[src/rtl/maxi030_bus_pkg.sv]
// rtl/maxi030_bus_pkg.sv - shared size and initiator state encodings for the SIMM bus
package maxi030_bus_pkg;

  typedef enum logic [1:0] {
    SIZE_LONG = 2'b00,
    SIZE_BYTE = 2'b01,
    SIZE_WORD = 2'b10,
    SIZE_3B   = 2'b11
  } size_e;

  typedef enum logic [2:0] {
    IDLE    = 3'd0,
    ADDR    = 3'd1,
    DATA    = 3'd2,
    WAIT    = 3'd3,
    TERM    = 3'd4,
    RECOVER = 3'd5
  } init_state_e;

endpackage

[src/rtl/byte_lane_decoder.sv]
// rtl/byte_lane_decoder.sv - size/offset to big-endian lane enables with illegal flag
module byte_lane_decoder
  import maxi030_bus_pkg::*;
(
  input  logic [1:0] size_i,
  input  logic [1:0] addr_i,
  output logic [3:0] byte_selects_o,
  output logic       illegal_o
);

  // Lane bit3 is D31:24 (offset 0); anything not naturally aligned is illegal
  always_comb begin
    byte_selects_o = 4'b0000;
    illegal_o      = 1'b1;
    case (size_i)
      SIZE_BYTE: begin
        byte_selects_o = 4'b1000 >> addr_i;
        illegal_o      = 1'b0;
      end
      SIZE_WORD: begin
        if (addr_i == 2'b00) begin
          byte_selects_o = 4'b1100;
          illegal_o      = 1'b0;
        end else if (addr_i == 2'b10) begin
          byte_selects_o = 4'b0011;
          illegal_o      = 1'b0;
        end
      end
      SIZE_LONG: begin
        if (addr_i == 2'b00) begin
          byte_selects_o = 4'b1111;
          illegal_o      = 1'b0;
        end
      end
      default: ;
    endcase
  end

endmodule

[src/rtl/simm_bus_initiator.sv]
// rtl/simm_bus_initiator.sv - single-word bus-cycle initiator for the SIMM slave port
module simm_bus_initiator
  import maxi030_bus_pkg::*;
#(
  parameter int ADDR_W      = 24,
  parameter int BANK_BIT    = 22,
  parameter int TIMEOUT     = 255,
  parameter int RECOVER_CYC = 2
) (
  input  logic              clock,
  input  logic              reset,
  input  logic              req,
  input  logic              req_write,
  input  logic [ADDR_W-1:0] req_addr,
  input  logic [1:0]        req_size,
  input  logic [31:0]       req_wdata,
  output logic              ack,
  output logic              err,
  output logic [31:0]       rdata,
  output logic              cs,
  output logic              as,
  output logic              ds,
  output logic              rn_w,
  output logic              bank_addr,
  output logic [3:0]        byte_selects,
  input  logic              waitstate,
  output logic [31:0]       data_out,
  output logic              data_oe,
  input  logic [31:0]       data_in
);

  localparam int TO_W = $clog2(TIMEOUT + 1);
  localparam int RC_W = $clog2(RECOVER_CYC + 1);

  init_state_e      state_q, state_d;
  logic             write_q, write_d;
  logic             bank_q, bank_d;
  logic [3:0]       bs_q, bs_d;
  logic [31:0]      wdata_q, wdata_d;
  logic             err_q, err_d;
  logic [31:0]      rdata_q, rdata_d;
  logic [TO_W-1:0]  to_cnt_q, to_cnt_d;
  logic [RC_W-1:0]  rc_cnt_q, rc_cnt_d;

  logic [3:0]       dec_bs;
  logic             dec_illegal;
  logic             unused_addr;

  assign unused_addr = ^req_addr;

  byte_lane_decoder u_decoder (
    .size_i         (req_size),
    .addr_i         (req_addr[1:0]),
    .byte_selects_o (dec_bs),
    .illegal_o      (dec_illegal)
  );

  assign data_out = wdata_q;
  assign rdata    = rdata_q;

  // Next-state and strobe decode; strobes are a pure function of state so they drop
  // the cycle after reset. The RECOVER dwell plus the IDLE accept cycle together give
  // RECOVER_CYC all-low cycles between an ack and the next address strobe.
  always_comb begin
    state_d      = state_q;
    write_d      = write_q;
    bank_d       = bank_q;
    bs_d         = bs_q;
    wdata_d      = wdata_q;
    err_d        = err_q;
    rdata_d      = rdata_q;
    to_cnt_d     = to_cnt_q;
    rc_cnt_d     = rc_cnt_q;
    ack          = 1'b0;
    err          = 1'b0;
    cs           = 1'b0;
    as           = 1'b0;
    ds           = 1'b0;
    rn_w         = 1'b0;
    bank_addr    = 1'b0;
    byte_selects = 4'b0000;
    data_oe      = 1'b0;
    case (state_q)
      IDLE: begin
        if (req) begin
          if (dec_illegal) begin
            err_d   = 1'b1;
            state_d = TERM;
          end else begin
            write_d = req_write;
            bank_d  = req_addr[BANK_BIT];
            bs_d    = dec_bs;
            wdata_d = req_wdata;
            err_d   = 1'b0;
            state_d = ADDR;
          end
        end
      end
      ADDR: begin
        cs           = 1'b1;
        as           = 1'b1;
        rn_w         = write_q;
        bank_addr    = bank_q;
        byte_selects = bs_q;
        data_oe      = write_q;
        state_d      = DATA;
      end
      DATA: begin
        cs           = 1'b1;
        as           = 1'b1;
        ds           = 1'b1;
        rn_w         = write_q;
        bank_addr    = bank_q;
        byte_selects = bs_q;
        data_oe      = write_q;
        to_cnt_d     = '0;
        state_d      = WAIT;
      end
      WAIT: begin
        cs           = 1'b1;
        as           = 1'b1;
        ds           = 1'b1;
        rn_w         = write_q;
        bank_addr    = bank_q;
        byte_selects = bs_q;
        data_oe      = write_q;
        if (!waitstate) begin
          // Read data is valid on the bus in the cycle the controller releases waitstate
          if (!write_q) rdata_d = data_in;
          state_d = TERM;
        end else if (to_cnt_q == TO_W'(TIMEOUT - 1)) begin
          err_d   = 1'b1;
          state_d = TERM;
        end else begin
          to_cnt_d = to_cnt_q + TO_W'(1);
        end
      end
      TERM: begin
        ack      = 1'b1;
        err      = err_q;
        rc_cnt_d = '0;
        state_d  = RECOVER;
      end
      RECOVER: begin
        if (rc_cnt_q == RC_W'(RECOVER_CYC - 2)) begin
          state_d = IDLE;
        end else begin
          rc_cnt_d = rc_cnt_q + RC_W'(1);
        end
      end
      default: state_d = IDLE;
    endcase
  end

  // State and datapath registers with synchronous reset
  always_ff @(posedge clock) begin
    if (reset) begin
      state_q  <= IDLE;
      write_q  <= 1'b0;
      bank_q   <= 1'b0;
      bs_q     <= 4'b0000;
      wdata_q  <= '0;
      err_q    <= 1'b0;
      rdata_q  <= '0;
      to_cnt_q <= '0;
      rc_cnt_q <= '0;
    end else begin
      state_q  <= state_d;
      write_q  <= write_d;
      bank_q   <= bank_d;
      bs_q     <= bs_d;
      wdata_q  <= wdata_d;
      err_q    <= err_d;
      rdata_q  <= rdata_d;
      to_cnt_q <= to_cnt_d;
      rc_cnt_q <= rc_cnt_d;
    end
  end

endmodule

[config.mk]
export PLATFORM = sky130hd
export DESIGN_NAME = simm_bus_initiator
export DESIGN_NICKNAME = d
export VERILOG_FILES = /design/src/rtl/maxi030_bus_pkg.sv /design/src/rtl/byte_lane_decoder.sv /design/src/rtl/simm_bus_initiator.sv
export SDC_FILE = /design/constraint.sdc
export NUM_CORES = 1
export LEC_CHECK = 0
export CAP_MARGIN = 20
export CORE_ASPECT_RATIO = 1.25
export CORE_MARGIN = 4
export CORE_UTILIZATION = 43
export DETAILED_ROUTE_END_ITERATION = 6
export PLACE_DENSITY = 0.89
export SLEW_MARGIN = 40
export SYNTH_ARGS = -nofsm -noshare
export SYNTH_HDL_FRONTEND = slang
export SYNTH_SLANG_ARGS = --single-unit
[constraint.sdc]
create_clock -name clock -period 3.15 [get_ports clock]
set_clock_uncertainty 0.2 [all_clocks]
set_input_delay 0.945 -clock clock [delete_from_list [all_inputs] [get_ports clock]]
set_output_delay 0.945 -clock clock [all_outputs]
set_load 0.005 [all_outputs]
After elaboration in Yosys (flattened, before gate mapping) --
Index checks and enable logic that the tools add are counted.
Cells by class: bitwise gates (word level) 3, mux-type cells 31, add/sub/neg operators 2, shift-type cells 1, reduce and logical (&&, ||, !) cells 15, equality and inequality tests 16
Operators by type and width (number):
- $pmux W3 S6 | 1
- $mux W8 | 2
- $pmux W8 S2 | 1
- $mux W3 | 5
- $mux W1 | 13
- $mux W4 | 3
- $ne A2 B2 Y1 const B | 6
- $pmux W4 S3 | 1
- $reduce_and A3 Y1 | 4
- $add A8 B1 Y8 const B | 1
- $eq A8 B8 Y1 const B | 1
- $eq A3 B2 Y1 const B | 2
- $eq A3 B3 Y1 const B | 2
- $logic_not A2 Y1 | 3
- $reduce_bool A2 Y1 | 3
- $eq A2 B2 Y1 const B | 2
- $mux W2 | 2
- $pmux W2 S2 | 1
- $reduce_and A4 Y1 | 1
- $shr A4 B2 Y4 const A | 1
- $eq A3 B1 Y1 const B | 1
- $logic_not A3 Y1 | 1
- $ne A3 B3 Y1 const B | 1
- $not A1 Y1 | 3
- 7 further kinds | 7
Storage, ports and cells: register bits 84, output and inout bits 76, input bits 95, logic and storage cells 77

Logic depth before layout (Yosys ltp) --
Gate-level depths: netlist (run 1).
depth in word-level cells 7, depth in mapped cells 7, mapped depth without buffers 6

Cells and area by module --
Synthesis (run 1) repeated with hierarchy kept, for this count alone.
Unflattened totals: cells, all modules 432, area total of the unflattened synthesis 3353.2 µm²
Modules (own cells, without submodules):
- simm_bus_initiator | sequential area each 1681.6 µm², area an instance 3270.6 µm², cells each 417, instances 1
- byte_lane_decoder | sequential area each 0.0 µm², area an instance 82.6 µm², cells each 15, instances 1

Worst setup path after synthesis (run 1) --
Ideal clock, no wire load.
path type reg2out, start register state_q[0], end output port rn_w, slack 0.613 ns, path buffers 2, data arrival time 1.392 ns, required time 2.005 ns, stages on the path, launching flop included 6, cell sequence dfxtp_1 clkbuf_1 nor2_1 nor2_1 and2_1 buf_4
On the way: word-level cells in the longest chain between the ends 3, elaborated cells between the ends (all ways) 5, those cells by class eq/ne (3); mux (1); reduce/logical (1)
Ends and longest elaborated chain:
- start: declaration | line simm_bus_initiator.sv:35 | init_state_e state_q, state_d;
- start signal: assignment | line simm_bus_initiator.sv:168 | state_q <= state_d;
- $eq A3 B2 Y1 / $eq A3 B1 Y1 (equally long branches)
- $reduce_or A3 Y1 (no line) *
- $mux W1 *
- end: declaration | line simm_bus_initiator.sv:23 | output logic rn_w,
Every way passes the cells marked *; elsewhere a longest branch is shown, timed or not.

Worst setup path after layout (run 1) --
start register state_q[0], end output port bank_addr
On the way: word-level cells in the longest chain between the ends 3, elaborated cells between the ends (all ways) 5, those cells by class eq/ne (3); mux (1); reduce/logical (1)
Ends and longest elaborated chain:
- $eq A3 B2 Y1 / $eq A3 B1 Y1 (equally long branches) | line simm_bus_initiator.sv:83 | case (state_q)
- $reduce_or A3 Y1 (no line) *
- $mux W1 * | line simm_bus_initiator.sv:83
- end: declaration | line simm_bus_initiator.sv:24 | output logic bank_addr,
Marks and branches as above.

==> impl_metrics.csv, run 1 <==
group,metric,value,unit
run_status,status,"completed",
pwr,pwr_density_cell,546,mW/mm²
critical_path,cp_num_buf_inv,2,
clock_network,cts_sinks,84,
critical_path,crit_path_end_kind,"primary output",
global_route,first_global_vias,3187,
clock_network,clk_pin_slew,80,ps
drt,drt_iter0_drc,222,
drt,wl_met1,3620,µm
synth,async_reset_ff_frac,0,
synth,synth_top_area_frac,0.499,
synth,synthesis.nets,481,
drt,avgViaCountPerCell,5.12,
run,maxCapViolCount,0,
synth,synthTopCellsByArea,"dfxtp_1 (50%), mux2i_1 (10%), nand2_1 (8.2%), a21oi_1 (6.8%), nor2_1 (4.3%)",
synth,netlist_area,0.00337,mm²
timing,timing.final.ws_setup,240,ps
global_route,grt_usage,0.201,
drt,num_vias,3211,
global_route,grt_pass1_wl,15000,µm
floorplan,die-area,0.00933,mm²
drt,top_layer,"met4",
timing,fin_crit_sh,0.924,
critical_path,worstPathRequired,2000,ps
synth,synth_common_cells,"dfxtp_1 (84), nand2_1 (74), a21oi_1 (46), nor2_1 (39), mux2i_1 (34)",
clock_network,h-tree-depth,3,
critical_path,cpPeakStageDelay,470,ps
global_route,grt_overflow,0,
floorplan,coreArea,0.00749,mm²
floorplan,die_w,87.2,µm
synth,yosysMostFrequentCell,"dfxtp_1",
floorplan,die_y,107,µm
drt,drt-wirelength-per-cell,15.0,µm
timing,max_freq,344,MHz
timing,hold_viol,0,
floorplan,pin_count,171,
synth,synth_area_per_cell,8.80,µm²
critical_path,path_common_cell,"nor2_1",
placed_design,portBuffers,149,
synth,synth_warnings,0,
drt,drt_first_pass_iters,5,
clock_network,tritoncts,"done",
timing,finalSetupTns,0,ps
floorplan,std_cell_rows,35,
drt,wl_met2,4790,µm
drt,wl,9410,µm
drt,wl_met3,735,µm
synth,synth-seq-cells,84,
timing,max_slew.worst_pin.slew,524,ps
cells_and_area,multi_input_area,0.00156,mm²
drt,route.detailed.drc,0,
synth,synth_seq_area_share,0.499,
cells_and_area,diodes,0,
cells_and_area,syn_to_final_growth,53.4,%
synth,synth.distinct_cells,46,
cells_and_area,n_fill_cell,536,
critical_path,arrival,1760,ps
global_route,antenna_found_initial,0,
critical_path,crit_family,"buffers and inverters",
pwr,leakage,2.03,nW
critical_path,critPathKind,"flip-flop to primary output",
pwr,ir_worst_vdd,0.412,mV
global_route,grt_max_degree,50,
timing,maxSlewHeadroom,0.651,
synth,synth_edf_count,0,
floorplan,start_util,0.450,
timing,report.final.slew_viol_count,0,
placed_design,finalWeightedCongestion,0.823,
cells_and_area,regArea,0.00168,mm²
critical_path,path_cells,"nor2_1, nor2_1, buf_4, and2_1, clkdlybuf4s50_1",
synth,yosysTopAreaCell,"dfxtp_1",
critical_path,start_kind,"flip-flop",
synth,yosys_most_used_dff,"dfxtp_1",
clock_network,cts_made_buffers,9,
clock_network,insertion_delay,350,ps
drt,postRouteAntennaNets,0,
critical_path,worst_path_max_delay_cell,"clkdlybuf4s50_1",
timing,min_period,2910,ps
clock_network,ctsHoldBuffers,0,
clock_network,cts_buffer_depth,2,
placed_design,pre_cts_ws,146,ps
critical_path,crit_fanout,5,
timing,setup_viol,0,
cells_and_area,final_layout_size_suffix_gt1_frac,0.0636,
synth,synth_cells,383,
placed_design,dp_hpwl,6950,µm
cells_and_area,nets,628,
timing,rsz0062_at_grt,"false",
clock_network,cts_root_buffer,"clkbuf_8",
pwr,p_total,0.00283,W
worst_hold_path,worstHoldPathType,"flip-flop to flip-flop",
-- registers in the layout, summed over array words and instances, names as in the netlist --
name	count
bank_q	1
state_q	3
data_out	32
to_cnt_q	8
rdata	32
err_q	1
rc_cnt_q	2
bs_q	4
write_q	1
-- what timing repair did --
action,in CTS,in global routing
buffers inserted,0,0
gates resized for setup,0,1
setup endpoints to repair,0,4
-- power by group --
group | switching [W] | internal [W] | total [W]
Clock | 0.000398 | 0.000374 | 0.000772
Combinational | 0.000362 | 0.000469 | 0.000831
Sequential | 0.0000671 | 0.00116 | 0.00122
-- tightest hold or removal path, stage by stage, from the launching register on --
cell	delay [ps]
dfxtp_1	310
nand2_1	50
a21oi_1	50
-- cell usage in the layout (no fill, tap or decap), drive strengths merged, types with 2 or more instances in the layout --
| cell | instances |
|---|---|
| dfxtp | 84 |
| nand2b | 3 |
| inv | 9 |
| nor2b | 3 |
| or3 | 6 |
| nand3 | 5 |
| ha | 3 |
| a21oi | 46 |
| clkbuf | 10 |
| nor2 | 39 |
| o31ai | 2 |
| clkdlybuf4s50 | 148 |
| o21ai | 5 |
| buf | 13 |
| and2 | 10 |
| nor3 | 8 |
| nand2 | 74 |
| mux2i | 35 |
| nand4 | 2 |
| a211oi | 4 |
| a211o | 2 |
-- path summary, 6_finish.rpt --
path         cells past startpoint       start          end  slack (ps)
max reg2reg                      6  state_q[1]  to_cnt_q[7]        1210
max                              5  state_q[0]    bank_addr         240
min reg2reg                      2     bs_q[3]      bs_q[3]         250
min                              2     bs_q[3]      bs_q[3]         250
-- layer usage --
| layer | global-route usage | vias up |
|---|---|---|
| met5 | 0 | - |
| met4 | 0.0811 | 0 |
| met3 | 0.0630 | 21 |
| met2 | 0.356 | 109 |
| met1 | 0.218 | 1491 |
| li1 | - | 1590 |
-- cells by family (layout without fill, tap and decap cells) --
logic type      after synthesis  in the layout  synth area share
compound gates               73             73             0.130
xor+xnor                      2              2           0.00520
fa+ha+maj                     3              3            0.0111
buf+inv                      31            183            0.0416
flops                        84             84             0.499
mux                          35             35             0.105
simple gates                155            155             0.209
-- layout make-up --
class | instances | share of cell area
inverter | 6 | 0.00435
timing repair buffer | 161 | 0.310
sequential | 84 | 0.325
clock buffer | 10 | 0.0247
clock inverter | 6 | 0.0133
tap | 92 | 0.0222
multi-input combinational | 268 | 0.301
-- stage by stage --
step           cells   util  area, µm²  hold slack [ps]
2_1_floorplan    383      -       3370              227
3_3_place_gp     611  0.664       4980              238
3_5_place_dp     611  0.664       4980              246
4_1_cts          627  0.691       5170              260
5_1_grt          627  0.691       5170              280
6_report         627  0.691       5170              254
Power figures use the tool's default switching activity.
==> inputs of run 2 (changes only) <==
- CORE_MARGIN: 4 -> unset
==> run 2 against run 1 <==
Effect of this change: sequential cell count unchanged; maximum frequency is 4.0% lower; die area shrank 12%; cell area is essentially flat; utilization is 0.050 points lower; via count shrank 0.93%; non-clock buffer count down 1; register-to-register slack worse by 40 ps; clock power barely moved; largest cell class unchanged.
==> impl_metrics.csv, run 2 (synthesis results as in run 1) <==
group,metric,value,unit
run_status,status,"completed",
placed_design,dp_hpwl,6470,µm
critical_path,crit_start,"state_q[2]",
clock_network,cts_sinks,84,
drt,drt_iter0_drc,217,
timing,report.final.slew_viol_count,0,
critical_path,reg2reg_slack,1170,ps
critical_path,worst_path_max_delay_cell,"dfxtp_1",
drt,postRouteAntennaNets,0,
clock_network,tritoncts,"done",
timing,max_slew.worst_pin.slew,465,ps
run,maxCapViolCount,0,
timing,finalSetupTns,0,ps
timing,setup_viol,0,
cells_and_area,nets,627,
pwr,pwr_density_cell,546,mW/mm²
global_route,grt_pass1_wl,13900,µm
critical_path,cp_num_buf_inv,2,
clock_network,post_cts_resized,0,
clock_network,ctsHoldBuffers,0,
cells_and_area,multi_input_area,0.00156,mm²
global_route,first_global_vias,3157,
placed_design,finalWeightedCongestion,0.790,
cells_and_area,fin_util,0.690,
timing,max_freq,330,MHz
drt,num_vias,3181,
floorplan,die_y,101,µm
critical_path,cpPeakStageDelay,620,ps
critical_path,worstPathRequired,2000,ps
timing,fin_crit_sh,0.962,
critical_path,path_cells,"nor2_1, buf_4, and2_1, clkdlybuf4s50_1",
clock_network,cts_buffer_depth,2,
clock_network,h-tree-depth,3,
global_route,grt_max_degree,43,
drt,route.detailed.drc,0,
timing,maxSlewHeadroom,0.690,
cells_and_area,diodes,0,
cells_and_area,stdcell_count,626,
timing,hold_viol,0,
clock_network,cts_root_buffer,"clkbuf_8",
cells_and_area,n_fill_cell,561,
timing,fin_hold_ws,255,ps
clock_network,cts_made_buffers,9,
drt,drt_first_pass_iters,4,
critical_path,crit_path_end_kind,"primary output",
critical_path,r2r_end,"to_cnt_q[7]",
cells_and_area,mostFrequentLayoutCells,"clkdlybuf4s50_1 (148), dfxtp_1 (84), nand2_1 (74)",
pwr,ir_worst_vdd,0.357,mV
cells_and_area,regArea,0.00168,mm²
drt,avgViaCountPerCell,5.08,
critical_path,worstReg2RegStart,"state_q[1]",
critical_path,crit_family,"buffers and inverters",
cells_and_area,final_layout_size_suffix_gt1_frac,0.0581,
floorplan,coreArea,0.00749,mm²
clock_network,insertion_delay,350,ps
floorplan,die_w,81.2,µm
pwr,leakage,2.04,nW
critical_path,cp_num_cells,4,
cells_and_area,syn_to_final_growth,53.3,%
placed_design,dp_cells,610,
critical_path,critPathKind,"flip-flop to primary output",
drt,wl,8730,µm
critical_path,start_kind,"flip-flop",
floorplan,start_util,0.450,
drt,drt-wirelength-per-cell,13.9,µm
worst_hold_path,worstHoldPathType,"flip-flop to flip-flop",
critical_path,crit_fanout,13,
critical_path,arrival,1890,ps
cells_and_area,final_common_cell,"clkdlybuf4s50_1",
critical_path,crit_end,"bank_addr",
critical_path,reg2regPathDepth,6,
clock_network,cts_setup_buffers,0,
clock_network,clk_pin_slew,80,ps
placed_design,portBuffers,149,
timing,min_period,3030,ps
timing,rsz0062_at_grt,"false",
global_route,grt_usage,0.219,
floorplan,die-area,0.00820,mm²
global_route,antenna_found_initial,0,
floorplan,pin_count,171,
global_route,grt_overflow,0,
floorplan,std_cell_rows,35,
[run 2: cell types whose count changed in the layout (fill, tap and decap cells not counted), sizes merged]
| cell | before | now |
|---|---|---|
| clkbuf | 10 | 12 |
| inv | 9 | 7 |
| clkinv | 1 | 2 |
| clkinvlp | 1 | 0 |
| buf | 13 | 12 |
[run 2: cell type report]
type                            instances  share of cell area
Timing Repair Buffer                  160               0.308
Multi-Input combinational cell        268               0.301
Clock buffer                           12              0.0281
Inverter                                6             0.00436
Tap cell                               92              0.0223
Clock inverter                          4              0.0109
Sequential cell                        84               0.325
[run 2: worst min path at each step]
stage	startpoint	to	depth (start not counted)
after floorplan	bs_q[3]	bs_q[3]	2
after global placement	bs_q[2]	bs_q[2]	2
after detailed placement	rdata[22]	rdata[22]	2
after CTS	bs_q[1]	bs_q[1]	2
after global routing	rdata[11]	rdata[11]	2
final	rdata[31]	rdata[31]	2
[run 2: through the flow]
step                      power (W)  worst slack (ps)  cell area (µm²)
after global placement      0.00205               216             4970
after floorplan             0.00166               613             3370
after CTS                   0.00285               125             5170
final                       0.00282               120             5170
after global routing        0.00297              48.7             5170
after detailed placement    0.00207               160             4970
[run 2: report_power, final]
part	switching, W	total, W	internal, W	leakage, nW
logic	0.000360	0.000830	0.000470	1.25
registers	0.0000648	0.00122	0.00115	0.680
clock network	0.000381	0.000775	0.000395	0.101
total	0.000805	0.00282	0.00202	2.04
[run 2: worst reg2reg max path: stages (launching register included)]
cell,delay (ps)
dfxtp_1,350
buf_4,190
nor2b_1,220
buf_4,180
nand3_1,130
or4_1,500
a21oi_1,160
[run 2: routing by layer]
metal	global-route usage	up-vias	share of wire	routed length, µm
met1	0.225	1464	0.37	3270
li1	-	1590	-	-
met2	0.410	112	0.53	4630
met5	0	-	0	0
met3	0.0615	15	0.076	667
met4	0.0824	0	0.018	160
==> inputs of run 3 (changes only) <==
- CELL_PAD_IN_SITES_DETAIL_PLACEMENT: unset -> 0
- CELL_PAD_IN_SITES_GLOBAL_PLACEMENT: unset -> 1
- CORE_UTILIZATION: 43 -> 30
- PLACE_DENSITY: 0.89 -> 0.87
==> run 3 against run 2 <==
Effect of this change: cell count increased by 6.9%; combinational power about the same; sequential cell count unchanged; worst hold slack got worse by 7.6 ps; utilization decreased by 19 points; largest power group unchanged; die area increased by 42%; cell area increased by 3.7%; setup slack got worse by 22 ps; clock-buffer cell count decreased by 3; critical path depth unchanged; maximum frequency decreased by 0.71%; routed wire length increased by 0.10%.
==> impl_metrics.csv, run 3 (synthesis results as in run 1) <==
group,metric,value,unit
global_route,grt_pass1_wl,14400,µm
worst_hold_path,hold_path_startpoint,"bs_q[2]",
critical_path,worst_path_max_delay_cell,"dfxtp_1",
cells_and_area,diodes,0,
cells_and_area,final_cell_area,0.00536,mm²
pwr,leakage,2.11,nW
clock_network,insertion_delay,330,ps
drt,wl,8740,µm
critical_path,cp_num_buf_inv,2,
clock_network,cts_setup_buffers,0,
worst_hold_path,worstHoldPathType,"flip-flop to flip-flop",
pwr,p_total,0.00319,W
global_route,grt_max_degree,43,
global_route,antenna_found_initial,0,
floorplan,die-area,0.0117,mm²
critical_path,worstPathRequired,2000,ps
clock_network,cts_buffer_depth,2,
cells_and_area,final_common_cell,"clkdlybuf4s50_1",
critical_path,path_cells,"nor2_1, buf_4, and2_1, clkdlybuf4s50_1",
drt,route.detailed.drc,0,
clock_network,clk_pin_slew,60,ps
timing,finalSetupTns,0,ps
cells_and_area,stdcell_count,669,
clock_network,tritoncts,"done",
clock_network,cts_made_buffers,9,
critical_path,arrival,1910,ps
global_route,first_global_vias,3054,
pwr,pwr_density_cell,595,mW/mm²
timing,report.final.slew_viol_count,0,
floorplan,die_w,96.8,µm
critical_path,worstReg2RegStart,"state_q[2]",
clock_network,ctsHoldBuffers,0,
global_route,grt_overflow,0,
drt,avgViaCountPerCell,4.72,
floorplan,pin_count,171,
clock_network,h-tree-depth,3,
timing,fin_crit_sh,0.969,
critical_path,cpPeakStageDelay,620,ps
pwr,ir_worst_vdd,0.403,mV
timing,hold_viol,0,
run,maxCapViolCount,0,
critical_path,crit_family,"buffers and inverters",
critical_path,crit_start,"state_q[2]",
cells_and_area,final_layout_size_suffix_gt1_frac,0.0670,
critical_path,crit_path_end_kind,"primary output",
drt,drt_first_pass_iters,4,
cells_and_area,syn_to_final_growth,59.0,%
floorplan,std_cell_rows,42,
timing,max_slew.worst_pin.slew,480,ps
timing,rsz0062_at_grt,"false",
clock_network,cts_root_buffer,"clkbuf_16",
floorplan,start_util,0.313,
cells_and_area,mostFrequentLayoutCells,"clkdlybuf4s50_1 (148), dfxtp_1 (84), nand2_1 (74)",
cells_and_area,fin_util,0.498,
timing,min_period,3050,ps
critical_path,crit_fanout,13,
floorplan,coreArea,0.0108,mm²
global_route,grt_usage,0.151,
placed_design,dp_cells,653,
placed_design,portBuffers,149,
drt,num_vias,3161,
timing,setup_viol,0,
clock_network,post_cts_resized,0,
critical_path,start_kind,"flip-flop",
critical_path,critPathKind,"flip-flop to primary output",
placed_design,post_dp_cell_area,0.00504,mm²
drt,drt-wirelength-per-cell,13.1,µm
placed_design,dp_hpwl,6370,µm
run_status,status,"completed",
cells_and_area,nets,630,
clock_network,cts_sinks,84,
placed_design,finalWeightedCongestion,0.777,
drt,postRouteAntennaNets,0,
floorplan,die_y,121,µm
cells_and_area,n_fill_cell,1010,
timing,maxSlewHeadroom,0.680,
drt,drt_iter0_drc,158,
timing,max_freq,328,MHz
==> run 3: area by class of cell <==
type                            instances  area, µm²  area share
Sequential cell                        84       1680       0.314
Timing Repair Buffer                  163       1620       0.301
Multi-Input combinational cell        268       1560       0.290
Clock buffer                            9        225      0.0420
Tap cell                              132        165      0.0308
Clock inverter                          7       96.3      0.0180
Inverter                                6       22.5     0.00420
==> run 3: metrics by stage <==
step,setup WS [ps],hold WS [ps]
floorplan,613,227
global placement,132,238
detailed placement,99.9,242
CTS,94.8,249
global route,23.6,267
finish,98.4,247
==> run 3: power breakdown <==
part / internal [W] / total, W / switching, W / leakage (nW)
Clock: 0.000699 / 0.00115 / 0.000446 / 0.160
Sequential: 0.00116 / 0.00122 / 0.0000630 / 0.680
Combinational: 0.000475 / 0.000830 / 0.000355 / 1.27
Total: 0.00233 / 0.00319 / 0.000864 / 2.11
==> run 3: per-layer routing <==
layer | track usage | routed length, µm | vias up
met3 | 0.0526 | 615 | 12
met1 | 0.179 | 3800 | 1446
met4 | 0.0662 | 159 | 0
met2 | 0.246 | 4160 | 109
met5 | 0 | 0 | -
li1 | - | - | 1594
==> run 3: worst paths after layout <==
check	endpoint	slack, ps	depth (start not counted)
min reg2reg	bs_q[2]	250	2
min	bs_q[2]	250	2
max	data_oe	100	4
max reg2reg	bs_q[3]	1150	4
==> run 3: worst register-to-register path, stage by stage, from the launching register on <==
cell and delay, ps:
dfxtp_1 460, nor4b_4 420, nand3_2 270, a2111o_1 440, a21oi_1 150
